File: config.mk
export PLATFORM = sky130hd
export DESIGN_NAME = app_port_arbiter
export DESIGN_NICKNAME = d
export VERILOG_FILES = /design/src/rtl/app_port_arbiter.sv
export SDC_FILE = /design/constraint.sdc
export NUM_CORES = 1
export LEC_CHECK = 0
export BUFFER_PORTS_ARGS = -buffer_cell sky130_fd_sc_hd__buf_4
export CORE_AREA = 2 2 211 213
export CTS_CLUSTER_DIAMETER = 120
export DETAILED_ROUTE_END_ITERATION = 7
export DIE_AREA = 0 0 213 215
export SYNTH_ARGS = -nofsm -noshare
export SYNTH_HDL_FRONTEND = slang
export SYNTH_SLANG_ARGS = --single-unit
export TNS_END_PERCENT = 100
File: constraint.sdc
create_clock -name clk -period 5.1 [get_ports clk]
set_input_delay 0.255 -clock clk [delete_from_list [all_inputs] [get_ports clk]]
set_output_delay 0.255 -clock clk [all_outputs]
set_load 0.01 [all_outputs]
File: src/rtl/app_port_arbiter.sv
// app_port_arbiter: round-robin, burst-bounded arbiter of per-app AMI requests onto one registered downstream port.
// Define APP_ARB_STATS_EN to add per-app accepted-request counters (stats_clear / grant_count).
package ami_pkg;
  localparam int AMI_NUM_APPS = 4;
  localparam int AMI_APP_BITS = 3;
  typedef struct packed {
    logic        valid;
    logic        isWrite;
    logic [31:0] addr;
    logic [63:0] data;
    logic [5:0]  size;
  } AMIRequest;
endpackage

module app_port_arbiter
  import ami_pkg::*;
#(
  parameter int NUM_APPS  = AMI_NUM_APPS,
  parameter int BURST_MAX = 4
) (
  input  logic                    clk,
  input  logic                    rst,
`ifdef APP_ARB_STATS_EN
  input  logic                    stats_clear,
  output logic [31:0]             grant_count [NUM_APPS],
`endif
  input  logic [NUM_APPS-1:0]     app_en,
  input  AMIRequest               inReq [NUM_APPS],
  output logic [NUM_APPS-1:0]     reqAccepted,
  output AMIRequest               outReq,
  input  logic                    outReq_grant,
  output logic [AMI_APP_BITS-1:0] out_app,
  output logic                    busy
);
  typedef enum logic {IDLE, OWNED} arb_state_t;
  localparam logic [AMI_APP_BITS-1:0] LAST_RST = AMI_APP_BITS'(NUM_APPS - 1);
  localparam logic [3:0] BMAX = 4'(BURST_MAX);
  arb_state_t arb_state, arb_state_nx;
  logic [AMI_APP_BITS-1:0] owner, owner_nx, last_app, last_app_nx, base, win, hi_win, lo_win;
  logic [3:0] burst_cnt, burst_cnt_nx;
  logic [NUM_APPS-1:0] elig;
  logic slot_free, owner_elig, stay, hi_found, lo_found, grant_any;
  AMIRequest sel;
  always_ff @(posedge clk) begin
    if (rst) begin
      arb_state <= IDLE;
      owner     <= '0;
      last_app  <= LAST_RST;
      burst_cnt <= '0;
    end else begin
      arb_state <= arb_state_nx;
      owner     <= owner_nx;
      last_app  <= last_app_nx;
      burst_cnt <= burst_cnt_nx;
    end
  end
  // Wrapped scan from base+1: lowest eligible above base, else lowest at or below base.
  always_comb begin
    elig       = '0;
    owner_elig = 1'b0;
    hi_found   = 1'b0;
    lo_found   = 1'b0;
    hi_win     = '0;
    lo_win     = '0;
    base       = arb_state == OWNED ? owner : last_app;
    for (int i = NUM_APPS - 1; i >= 0; i--) begin
      elig[i] = app_en[i] && inReq[i].valid;
      if (elig[i] && AMI_APP_BITS'(i) == owner) owner_elig = 1'b1;
      if (elig[i] && AMI_APP_BITS'(i) > base) begin
        hi_found = 1'b1;
        hi_win   = AMI_APP_BITS'(i);
      end
      if (elig[i] && AMI_APP_BITS'(i) <= base) begin
        lo_found = 1'b1;
        lo_win   = AMI_APP_BITS'(i);
      end
    end
    slot_free    = !outReq.valid || outReq_grant;
    stay         = arb_state == OWNED && owner_elig && burst_cnt < BMAX;
    grant_any    = slot_free && (stay || hi_found || lo_found);
    win          = stay ? owner : hi_found ? hi_win : lo_win;
    reqAccepted  = grant_any ? NUM_APPS'(1) << win : '0;
    arb_state_nx = arb_state;
    owner_nx     = owner;
    last_app_nx  = last_app;
    burst_cnt_nx = burst_cnt;
    if (slot_free) begin
      last_app_nx  = arb_state == OWNED && !stay ? owner : last_app;
      arb_state_nx = grant_any ? OWNED : IDLE;
      owner_nx     = grant_any ? win : owner;
      burst_cnt_nx = stay ? burst_cnt + 4'd1 : grant_any ? 4'd1 : 4'd0;
    end
  end
  always_comb begin
    sel = inReq[0];
    for (int i = 1; i < NUM_APPS; i++)
      if (AMI_APP_BITS'(i) == win) sel = inReq[i];
  end
  // Buffer holds while the downstream stalls; only valid drops on an empty decision.
  always_ff @(posedge clk) begin
    if (rst) begin
      outReq  <= '0;
      out_app <= '0;
    end else if (slot_free) begin
      if (grant_any) begin
        outReq  <= sel;
        out_app <= win;
      end else
        outReq.valid <= 1'b0;
    end
  end
  assign busy = outReq.valid || |elig;
`ifdef APP_ARB_STATS_EN
  always_ff @(posedge clk) begin
    for (int i = 0; i < NUM_APPS; i++)
      grant_count[i] <= (rst || stats_clear) ? 32'd0 : grant_count[i] + 32'(reqAccepted[i]);
  end
`endif
endmodule
==> results_dict.tcl <==
set metrics [dict create \
    startpoint_type "flip-flop" \
    n_antenna_cell 0 \
    sw_frac_of_total 0.313 \
    syn_area_um2 6970 \
    outcome "finished clean" \
    postCtsHoldBufs 0 \
    p_switching_mw 1.15 \
    seqPwrFrac 0.304 \
    drc 0 \
    cts_setup_buffers 0 \
    vias_per_cell 4.15 \
    layout-drive-gt1-share 0.553 \
    max_cap_violations 0 \
    area_delta_synth_final_pct 74.3 \
    grtUsageTotal 0.123 \
    drt-total-wl_um 29100 \
    hold_viol_final 0 \
    antenna_found_initial 1 \
    die-height_um 215 \
    ant_nets 0 \
    internal-power_mw 2.53 \
    fin_worst_skew_ns 0.00784 \
    synthArstFlopShare 0 \
    tns_ns 0 \
    gp_congestion 0.875 \
    coreArea_um2 43600 \
    combPwrFrac 0.358 \
    grt_overflow_total 0 \
    vdd_ir_drop_max_mv 0.159 \
    worstSkewPairLatency_ns 0.45 \
    power_frac_clock 0.338 \
    htreeDepth 4 \
    syn-num-nets 1093 \
    finalCritPeriodShare 0.712 \
    leakage_nw 5.96 \
    worstHoldPathType "in -> reg" \
    ff2ff_path_depth 7 \
    ios 535 \
    drt_iter0_markers 301 \
    cts_buffer_depth 2 \
    synth_top_area_frac 0.331 \
    fin_crit_ns 3.63 \
    post-dp-hpwl_um 23100 \
    worst_pin_slew_ns 1.01 \
    arrival_ns 3.38 \
    die_w_um 213 \
    synth-edff-count 0 \
    postCtsResizedCells 0 \
    final_cell_mix "buf_4, mux2i_1, dfxtp_1" \
    vias 7398 \
    final_max_slew_viol_count 0 \
    ys_seq_area_frac 0.331 \
    yosysTopAreaCell "dfxtp_1" \
    clockRootBuffer "clkbuf_16" \
    cts_tree "built" \
    final_util 0.278 \
    fmax_ghz 0.275 \
    relSlewSlack 0.326 \
    holdPathStages 2 \
    start_util 0.160 \
    setup_viol 0 \
    numCtsBuffers 17 \
    syn-mean-instance-area_um2 10.4 \
    powerDensity_nw_per_um2 303 \
    grt_pass1_vias 7609 \
    yosys_warnings 0 \
    required_ns 4.85 \
    nets 1603 \
    ys_ff_latch 115 \
    grt_pass1_wl_um 42400 \
    routedWlPerCell_um 16.3 \
    rsz0062_at_grt "false" \
    drt_pre_antenna_iters 4 \
    dieArea_um2 45800 \
    crit_type "reg -> out" \
    synthFlopType "dfxtp_1" \
    portBuffers 534 \
    clkTransAtPathRegs_ns 0.06 \
    cts.sinks 115 \
    rows 77 \
    ys_top_cells_by_area "dfxtp_1, mux2i_1, o221ai_2, nand2_1, o221ai_1" \
    synthCells 669 \
    grt_max_degree 82 \
    ys_types 42 \
    end_kind "output port" \
    final_common_cell "buf_4" \
    crit_path_max_fanout 47 \
]
[cells in the mapped netlist (3+ instances only)]
cell type,count
a211o_1,4
a21oi_1,7
buf_2,26
buf_4,9
buf_6,8
clkbuf_1,17
dfxtp_1,115
mux2i_1,207
nand2_1,112
nand3_1,4
nand3b_1,3
nor2_1,11
nor2b_1,3
nor3_1,3
nor3b_1,4
o221ai_1,33
o221ai_2,70
[power by group through the flow]
stage | Sequential (mW) | Combinational, mW | Clock, mW
after floorplan | 1.18 | 0.670 | 0
after global placement | 1.13 | 1.32 | 0
after detailed placement | 1.13 | 1.33 | 0
after CTS | 1.12 | 1.33 | 1.30
after global routing | 1.13 | 1.41 | 1.32
final | 1.12 | 1.32 | 1.24
[through the flow]
stage,total power [mW],setup WS [ns],std cells,instance area (um^2),hold slack (ns)
after floorplan,1.85,2.77,669,6970,0.336
after global placement,2.45,1.70,1752,11500,0.443
after detailed placement,2.46,1.69,1752,11500,0.448
after CTS,3.75,1.32,1783,12100,0.0465
after global routing,3.87,1.18,1783,12100,0.0872
final,3.68,1.47,1783,12100,0.0977
[critical path, stage by stage, from the launching register on]
cell and delay (ns):
dfxtp_1 0.48, or4b_4 0.52, a211oi_1 0.29, a31oi_1 0.12
a21oi_4 0.67, buf_12 0.32, buf_4 0.25, nor3_1 0.08
buf_4 0.16
[layer usage]
metal / GRT usage / vias up / wire length, um
met4: 0.0674 / 0 / 1020
met2: 0.214 / 388 / 14300
met5: 0 / - / 0
met1: 0.133 / 3371 / 11400
li1: - / 3588 / -
met3: 0.0364 / 51 / 2470
[cell families after synthesis]
kind of cell / after synthesis / share of synthesized area
muxes: 208 / 0.299
and+or+nand+nor: 154 / 0.0959
AOI/OAI and AO/OA: 130 / 0.222
DFF: 115 / 0.331
buffers and inverters: 61 / 0.0510
adders and majority gates: 1 / 0.00180
[flip-flops by register name (all words and copies together), names as in the netlist]
name	count
outReq	104
arb_state	1
out_app	3
burst_cnt	4
last_app	3
[final timing paths]
check,startpoint,slack (ns),endpoint
hold / removal,rst,0.1,burst_cnt[2]
setup / recovery,arb_state,1.47,reqAccepted[1]
hold reg to reg,outReq[88],0.46,outReq[88]
setup reg to reg,arb_state,1.69,outReq[45]
[area by class of cell]
type	count	area, um^2
Tap cell	592	741
Inverter	1	3.75
Fill cell	4567	31500
Sequential cell	115	2300
Timing Repair Buffer	551	4170
Multi-Input combinational cell	493	4330
Clock inverter	10	133
Clock buffer	21	460
Note: power is estimated with default switching activity, not from simulation.
